**src/rtl/dmem_access_ctrl.sv**
```systemverilog
// Sequences LDUR/STUR data-memory accesses: effective address and alignment check,
// a valid/ready memory request, a bounded wait for load data, and a one-cycle response.
module dmem_access_ctrl #(
    parameter int OFFS_W   = 9,
    parameter int DATA_W   = 64,
    parameter int MAX_WAIT = 15
) (
    input  logic              clk,
    input  logic              reset,
    input  logic              req_valid,
    output logic              req_ready,
    input  logic              req_is_load,
    input  logic [1:0]        req_size,
    input  logic [DATA_W-1:0] req_base,
    input  logic [OFFS_W-1:0] req_daddr9,
    input  logic [DATA_W-1:0] req_wdata,
    output logic              mem_valid,
    input  logic              mem_ready,
    output logic              mem_write,
    output logic [DATA_W-1:0] mem_addr,
    output logic [DATA_W-1:0] mem_wdata,
    output logic [1:0]        mem_size,
    input  logic              mem_rvalid,
    input  logic [DATA_W-1:0] mem_rdata,
    output logic              resp_valid,
    output logic              resp_err,
    output logic [DATA_W-1:0] resp_rdata,
    output logic              stall
);

    typedef enum logic [1:0] {S_IDLE, S_ISSUE, S_WAIT, S_RESP} state_t;

    localparam logic [7:0] WAIT_LAST = 8'(MAX_WAIT - 1);

    state_t            state_q, state_d;
    logic [DATA_W-1:0] ea_q, ea_d;
    logic [DATA_W-1:0] wdata_q, wdata_d;
    logic [1:0]        size_q, size_d;
    logic              is_load_q, is_load_d;
    logic [7:0]        cnt_q, cnt_d;
    logic              err_q, err_d;
    logic [DATA_W-1:0] rdata_q, rdata_d;

    logic [DATA_W-1:0] ea;
    logic [2:0]        align_mask;
    logic              misaligned;
    logic [DATA_W-1:0] rdata_masked;

    assign ea = req_base + {{(DATA_W-OFFS_W){req_daddr9[OFFS_W-1]}}, req_daddr9};

    always_comb begin
        align_mask = 3'b000;
        case (req_size)
            2'b00: align_mask = 3'b000;
            2'b01: align_mask = 3'b001;
            2'b10: align_mask = 3'b011;
            2'b11: align_mask = 3'b111;
            default: align_mask = 3'b000;
        endcase
    end

    assign misaligned = |(ea[2:0] & align_mask);

    // Load data is zero-extended to the latched access size.
    always_comb begin
        rdata_masked = mem_rdata;
        case (size_q)
            2'b00: rdata_masked = {{(DATA_W-8){1'b0}},  mem_rdata[7:0]};
            2'b01: rdata_masked = {{(DATA_W-16){1'b0}}, mem_rdata[15:0]};
            2'b10: rdata_masked = {{(DATA_W-32){1'b0}}, mem_rdata[31:0]};
            default: rdata_masked = mem_rdata;
        endcase
    end

    always_comb begin
        state_d   = state_q;
        ea_d      = ea_q;
        wdata_d   = wdata_q;
        size_d    = size_q;
        is_load_d = is_load_q;
        cnt_d     = cnt_q;
        err_d     = err_q;
        rdata_d   = rdata_q;
        case (state_q)
            S_IDLE: begin
                if (req_valid) begin
                    ea_d      = ea;
                    wdata_d   = req_wdata;
                    size_d    = req_size;
                    is_load_d = req_is_load;
                    rdata_d   = '0;
                    err_d     = misaligned;
                    state_d   = misaligned ? S_RESP : S_ISSUE;
                end
            end
            S_ISSUE: begin
                if (mem_ready) begin
                    cnt_d   = '0;
                    state_d = is_load_q ? S_WAIT : S_RESP;
                end
            end
            S_WAIT: begin
                cnt_d = cnt_q + 8'd1;
                // Data arriving on the timeout cycle still counts as success.
                if (mem_rvalid) begin
                    rdata_d = rdata_masked;
                    err_d   = 1'b0;
                    state_d = S_RESP;
                end else if (cnt_q == WAIT_LAST) begin
                    rdata_d = '0;
                    err_d   = 1'b1;
                    state_d = S_RESP;
                end
            end
            S_RESP: begin
                state_d = S_IDLE;
            end
            default: state_d = S_IDLE;
        endcase
    end

    always_ff @(posedge clk) begin
        if (reset) begin
            state_q   <= S_IDLE;
            ea_q      <= '0;
            wdata_q   <= '0;
            size_q    <= '0;
            is_load_q <= 1'b0;
            cnt_q     <= '0;
            err_q     <= 1'b0;
            rdata_q   <= '0;
        end else begin
            state_q   <= state_d;
            ea_q      <= ea_d;
            wdata_q   <= wdata_d;
            size_q    <= size_d;
            is_load_q <= is_load_d;
            cnt_q     <= cnt_d;
            err_q     <= err_d;
            rdata_q   <= rdata_d;
        end
    end

    assign req_ready  = (state_q == S_IDLE);
    assign stall      = (state_q != S_IDLE);
    assign mem_valid  = (state_q == S_ISSUE);
    assign mem_write  = mem_valid & ~is_load_q;
    assign mem_addr   = mem_valid ? ea_q    : '0;
    assign mem_wdata  = mem_valid ? wdata_q : '0;
    assign mem_size   = mem_valid ? size_q  : 2'b00;
    assign resp_valid = (state_q == S_RESP);
    assign resp_err   = resp_valid & err_q;
    assign resp_rdata = resp_valid ? rdata_q : '0;

endmodule

```
**config.mk**
```make
export PLATFORM = sky130hd
export DESIGN_NAME = dmem_access_ctrl
export DESIGN_NICKNAME = d
export VERILOG_FILES = /design/src/rtl/dmem_access_ctrl.sv
export SDC_FILE = /design/constraint.sdc
export NUM_CORES = 1
export LEC_CHECK = 0
export BUFFER_PORTS_ARGS = -buffer_cell sky130_fd_sc_hd__buf_2
export CAP_MARGIN = 20
export CORE_MARGIN = 4
export CORE_UTILIZATION = 45
export DETAILED_ROUTE_END_ITERATION = 7
export PLACE_DENSITY_LB_ADDON = 0.1
export SLEW_MARGIN = 10
export SYNTH_ARGS = -nofsm -noshare
export SYNTH_HDL_FRONTEND = slang
export SYNTH_SLANG_ARGS = --single-unit
```
**constraint.sdc**
```tcl
create_clock -name clk -period 3.3 [get_ports clk]
set_clock_uncertainty 0.15 [all_clocks]
set_input_delay 0.33 -clock clk [delete_from_list [all_inputs] [get_ports clk]]
set_output_delay 0.33 -clock clk [all_outputs]
set_load 0.1 [all_outputs]
```
After elaboration in Yosys (flattened, before gate mapping)

Cells that the tools add are included.

Word-level logic and storage cells: 60
Output and inout bits: 200
Bits of input ports: 209
Bits in registers: 206

Bitwise operators: 4
Equal/unequal tests: 12
Multiplexer cells: 23
Reduce and logical (&&, ||, !) cells: 11
Add/subtract/negate cells: 2

Operators with widths:

| operator                                                                 | count |
|---|---|
| 64-bit two-way mux                                                       | 6 |
| 64-bit case mux with 3 select lines                                      | 1 |
| 64-bit case mux with 2 select lines                                      | 1 |
| 64-bit adder                                                             | 1 |
| 8-bit case mux with 2 select lines                                       | 1 |
| 2-bit two-way mux                                                        | 6 |
| 3-bit case mux with 4 select lines                                       | 1 |
| 2-bit equality test (second input constant)                              | 5 |
| 8-bit by 1-bit adder with 8-bit output (second input constant)           | 1 |
| 8-bit by 4-bit equality test with 1-bit output (second input constant)   | 1 |
| 8-bit two-way mux                                                        | 1 |
| 2-bit case mux with 4 select lines                                       | 1 |
| 2-bit by 1-bit equality test with 1-bit output (second input constant)   | 3 |
| 2-bit zero test                                                          | 3 |
| 3-bit AND reduction                                                      | 2 |
| 2-bit nonzero test                                                       | 3 |
| 1-bit two-way mux                                                        | 4 |
| 2-bit AND reduction                                                      | 2 |
| 3-bit bitwise AND                                                        | 1 |
| 3-bit inequality test (second input constant)                            | 1 |
| 3-bit OR reduction                                                       | 1 |
| 1-bit bitwise AND                                                        | 2 |
| 2-bit by 1-bit inequality test with 1-bit output (second input constant) | 1 |
| 2-bit inequality test (second input constant)                            | 1 |
| 2 further kinds                                                          | 2 |

Longest topological paths before layout

Depth in word-level cells: 7
Gate-level depth with buffers: 12
Depth with buffers taken out: 12

Worst setup path after synthesis

Ideal clock, no wire load.

Path type: reg2reg
Start: reg state_q[1]
End: reg state_q[0]
Setup slack: -175 ps
Path buffers: 1
Cell stages (with the launch flop): 7
Data arrival time: 3253 ps
Clock period less this slack: 3475 ps
Required time: 3078 ps
Setup time: 72 ps
Path through: dfxtp_1 inv_1 ha_1 clkbuf_1 nor2b_1 o31ai_1 a21oi_1

Word-level cells in the longest chain between the ends: 3
Elaborated cells between the ends (all ways): 9
Classes of those cells: eq/ne: 6; mux: 1; reduce/logical: 2

Ends and longest elaborated chain:

| element                                                           | RTL line | text |
|---|---|---|
| start: declaration                                                | 35       | `state_t state_q, state_d;` |
| start signal: assignment                                          | 133      | `state_q <= state_d;` |
| 2-bit by 1-bit equality test with 1-bit output *                  | --       |  |
| named net mem_valid                                               | 17       | `output logic mem_valid,` |
| 2-bit by 1-bit inequality test with 1-bit output (no source line) | --       |  |
| 3-bit AND reduction (no source line)                              | --       |  |

The timed path passes the listed nets; every way through them passes the cells marked *.
A chain may end at the register's enable or synchronous reset.

Worst setup path after layout

Start: reg state_q[1]
End: out mem_addr[53]

Word-level cells in the longest chain between the ends: 2

Ends and longest elaborated chain:

| element                                        | RTL line | text |
|---|---|---|
| 2-bit by 1-bit equality test with 1-bit output | 146      | `assign mem_valid = (state_q == S_ISSUE);` |
| 64-bit two-way mux                             | 148      | `assign mem_addr = mem_valid ? ea_q : '0;` |
| end: declaration                               | 20       | `output logic [DATA_W-1:0] mem_addr,` |

Every way passes these cells.

==> impl_metrics.yaml <==
floorplan:
  num_rows: 60
  die_area_um2: 30490
  initial_core_util: 0.4609
  die_width_um: 174.6
  fp.dieH_um: 174.6
  io_pins: 409
  core_area_um2: 27100
place:
  globalplace.congestion: 0.9361
  detailed_place_hpwl_um: 31940
  numPortBuffers: 408
  placedCellCount: 2504
  preCtsSetupSlack_ns: -0.2787
sta:
  finalCriticalPeriod_ns: 3.105
  hold_violations: 0
  report.final.setup_viol: 0
  postLayoutSetupSlackWorst_ns: 0.1949
  drv_slew: 0
  period_share: 0.9409
  fmax_mhz: 322.1
  timing.slew.headroom: 0.2511
  rsz0062_at_grt: "no"
  max_slew.worst_pin.slew_ns: 1.123
critical_path:
  timing.rr.start: "cnt_q[0]"
  worst_setup_path_end_kind: "output pin"
  cp-endpoint: "mem_addr[53]"
  max_stage_delay_ns: 0.69
  cp-start-kind: "register"
  critical_path.startpoint: "state_q[1]"
  setup.reg_to_reg.worst_slack_ns: 0.54
  crit_fanout: 81
  regToRegEndpoint: "rdata_q[28]"
  worst_ep_arrival_time_ns: 2.63
  worst_r2r_path_depth: 9
  critical-path-slowest-cell: "sky130_fd_sc_hd__ha_4"
  worst-endpoint-required_ns: 2.82
  crit_type: "register to output pin"
  crit_path_cell_trace: "inv_1 -> ha_4 -> buf_12 -> and2_1 -> buf_2"
run:
  number_of_max_capacitance_violations_reported: 0
power_and_ir_drop:
  leakage_uw: 0.008242
  totalPowerFinal_uw: 10980
  comb_power_share: 0.461
  clock_power_share: 0.264
  peak_supply_drop_mv: 0.4708
  power.internal_uw: 6073
  pwr_density_cell_nw_per_um2: 613.3
  netSwitchingFraction: 0.4468
  switchingPower_uw: 4905
  share_seq_of_total_power: 0.275
yosys:
  number_of_enable_type_register_cells_in_the_synthesized_netlist: 0
  synth_nets: 1984
  syn_area_um2: 12490
  ys_seq_elements: 206
  synth_area_leaders: "sky130_fd_sc_hd__dfxtp_1 33%, sky130_fd_sc_hd__nand2_1 11%, sky130_fd_sc_hd__a21oi_1 11%"
  synth_top_area_frac: 0.3301
  syn-instance-count: 1705
  ys_async_sr_fraction: 0
  synth_sequential_area_ratio: 0.3301
  synth-main-ff-cell: "sky130_fd_sc_hd__dfxtp_1"
  synth_largest_area_cell: "sky130_fd_sc_hd__dfxtp_1"
  yosys_warnings: 0
  synth_cell_types: 71
  postSynthAreaPerCell_um2: 7.327
cts:
  cts_tree: "built"
  clock_insertion_delay_worst_skew_ns: 0.51
  clk_transition_reported_paths_ns: 0.06
  clock_tree.htree_level_count: 1
  clock_sinks: 206
  post_cts.repair.setup_buffers: 0
  cts_max_path_buffers: 3
  tritoncts.num_buffers: 25
  cts_root_buf: "sky130_fd_sc_hd__clkbuf_16"
global_route:
  number_of_antenna_violations_at_the_first_check_in_global_routing: 1
  vias_in_the_first_global_route: 13950
  grt.total_usage: 0.2827
  grt-ovfl-total: 0
  grt_max_degree: 201
  global_route_wire_length_before_repair_um: 72370
route:
  routedWlPerCell_um: 17.13
  detail-route-antenna-nets: 0
  vias: 14360
  drt_drc_violations_left: 0
  post_drt_via_cell_ratio: 5.357
  drt-initial-drc-count: 1135
  routed_wirelength_um: 45940
  first_pass_iters: 5
cells_and_area:
  finish.cell_count_without_fillers: 2681
  post_route_cells_drive_above_1_share: 0.2678
  area.growth.synth_to_final_pct: 43.30
  finalNetCount: 2569
min_path:
  min_delay_worst_type: "input pin to register"
  holdCritStartpoint: "mem_ready"
run_status:
  status: "completed"
## metrics by stage
stage / setup TNS (ns) / cell area, µm² / hold slack (ns) / util
final: 0 / 17900 / 0.06377 / 0.6605
after global routing: 0 / 17900 / 0.07632 / 0.6605
after CTS: 0 / 17890 / 0.04417 / 0.6602
after detailed placement: -2.694 / 15710 / 0.2889 / 0.5795
after global placement: -1.462 / 15710 / 0.2836 / 0.5795
after floorplan: 0 / 12490 / 0.2708 / -
## sequential cells by signal (all words and copies together), names as in the netlist
| register | cells |
|---|---|
| ea_q | 64 |
| rdata_q | 64 |
| wdata_q | 64 |
| cnt_q | 8 |
| size_q | 2 |
| state_q | 2 |
| err_q | 1 |
| is_load_q | 1 |
## power by group through the flow
stage,Sequential (µW),Combinational [µW],Clock [µW]
floorplan,2990,3590,0
global placement,3050,4870,0
detailed placement,3060,4900,0
CTS,3010,5040,2950
global route,3050,5450,3060
finish,3010,5060,2900
## layer usage
layer / track usage / vias to the layer above / share of wire
met5: 0 / - / 0
met4: 0.1483 / 0 / 0.061
met3: 0.04522 / 131 / 0.067
met2: 0.4741 / 601 / 0.46
met1: 0.3506 / 6591 / 0.41
li1: - / 7039 / -
## worst min-delay path by stage
stage,endpoint,slack (ns),cells past startpoint
global placement,ea_q[61],0.28,2
floorplan,ea_q[57],0.27,2
CTS,ea_q[63],0.04,4
detailed placement,rdata_q[26],0.29,2
finish,cnt_q[7],0.06,3
global route,cnt_q[5],0.08,3
## critical path: cells and delay by family, from the launching register on
family / cells / cell delay [ns]
simple gates: 1 / 0.21
flops: 1 / 0.34
buf+inv: 3 / 0.85
fa+ha+maj: 1 / 0.69
## final cells by class
class / count / area, µm²
Tap cell: 372 / 465.4
Inverter: 19 / 71.32
Timing Repair Buffer: 679 / 4486
Clock inverter: 10 / 161.4
Clock buffer: 35 / 713.2
Fill cell: 2303 / 9200
Antenna cell: 1 / 2.502
Multi-Input combinational cell: 1359 / 7878
Sequential cell: 206 / 4124
## cell usage in the layout, fill, tap and decap left out, types with 6 or more instances in the layout
| cell type | n |
|---|---|
| sky130_fd_sc_hd__xor2_1 | 15 |
| sky130_fd_sc_hd__dfxtp_1 | 206 |
| sky130_fd_sc_hd__buf_12 | 6 |
| sky130_fd_sc_hd__o21bai_1 | 9 |
| sky130_fd_sc_hd__buf_2 | 407 |
| sky130_fd_sc_hd__nor2_1 | 55 |
| sky130_fd_sc_hd__and3_1 | 13 |
| sky130_fd_sc_hd__o21ai_1 | 6 |
| sky130_fd_sc_hd__a21oi_1 | 264 |
| sky130_fd_sc_hd__clkbuf_16 | 25 |
| sky130_fd_sc_hd__nor2b_1 | 6 |
| sky130_fd_sc_hd__nor3_1 | 21 |
| sky130_fd_sc_hd__dlygate4sd3_1 | 131 |
| sky130_fd_sc_hd__a211oi_1 | 6 |
| sky130_fd_sc_hd__xnor2_1 | 38 |
| sky130_fd_sc_hd__and2_1 | 198 |
| sky130_fd_sc_hd__nand3_1 | 91 |
| sky130_fd_sc_hd__inv_1 | 19 |
| sky130_fd_sc_hd__o21a_1 | 6 |
| sky130_fd_sc_hd__a31oi_1 | 13 |
| sky130_fd_sc_hd__or3_1 | 9 |
| sky130_fd_sc_hd__ha_1 | 67 |
| sky130_fd_sc_hd__o21ai_0 | 51 |
| sky130_fd_sc_hd__nand4_1 | 18 |
| sky130_fd_sc_hd__buf_4 | 134 |
| sky130_fd_sc_hd__a21o_1 | 27 |
| sky130_fd_sc_hd__and4_1 | 6 |
| sky130_fd_sc_hd__nand2_1 | 354 |
## Yosys cell counts, drive strengths merged (5+ instances only)
cell and instances:
a211oi 7, a21o 27, a21oi 267, a31oi 13, and2 199, and3 13
and4 7, buf 12, clkbuf 109, dfxtp 206, ha 69, inv 19
nand2 355, nand3 91, nand4 18, nor2 55, nor2b 7, nor3 24
o211ai 6, o21a 8, o21ai 59, o21bai 9, o22ai 5, or3 9
xnor2 38, xor2 15
## kinds of logic (layout without fill, tap and decap cells)
kind of cell               count (synthesis)  after routing  synth area share
muxes                                      1              1         0.0008013
and+or+nand+nor                          795            795            0.3091
xor gates and xnor gates                  53             53           0.03716
adders and majority gates                 70             70           0.07071
DFF                                      206            206            0.3301
AOI/OAI and AO/OA                        440            440            0.2090
other                                      0              1                 0
buffers and inverters                    140            743           0.04307
## repair_timing
| action | CTS | global route |
|---|---|---|
| hold buffers | 131 | 0 |
| endpoints found under the hold margin | 131 | 0 |
| endpoints found under the setup margin | 0 | 1 |
| resized for setup | 0 | 1 |
Note: power is estimated with default switching activity, not from simulation.
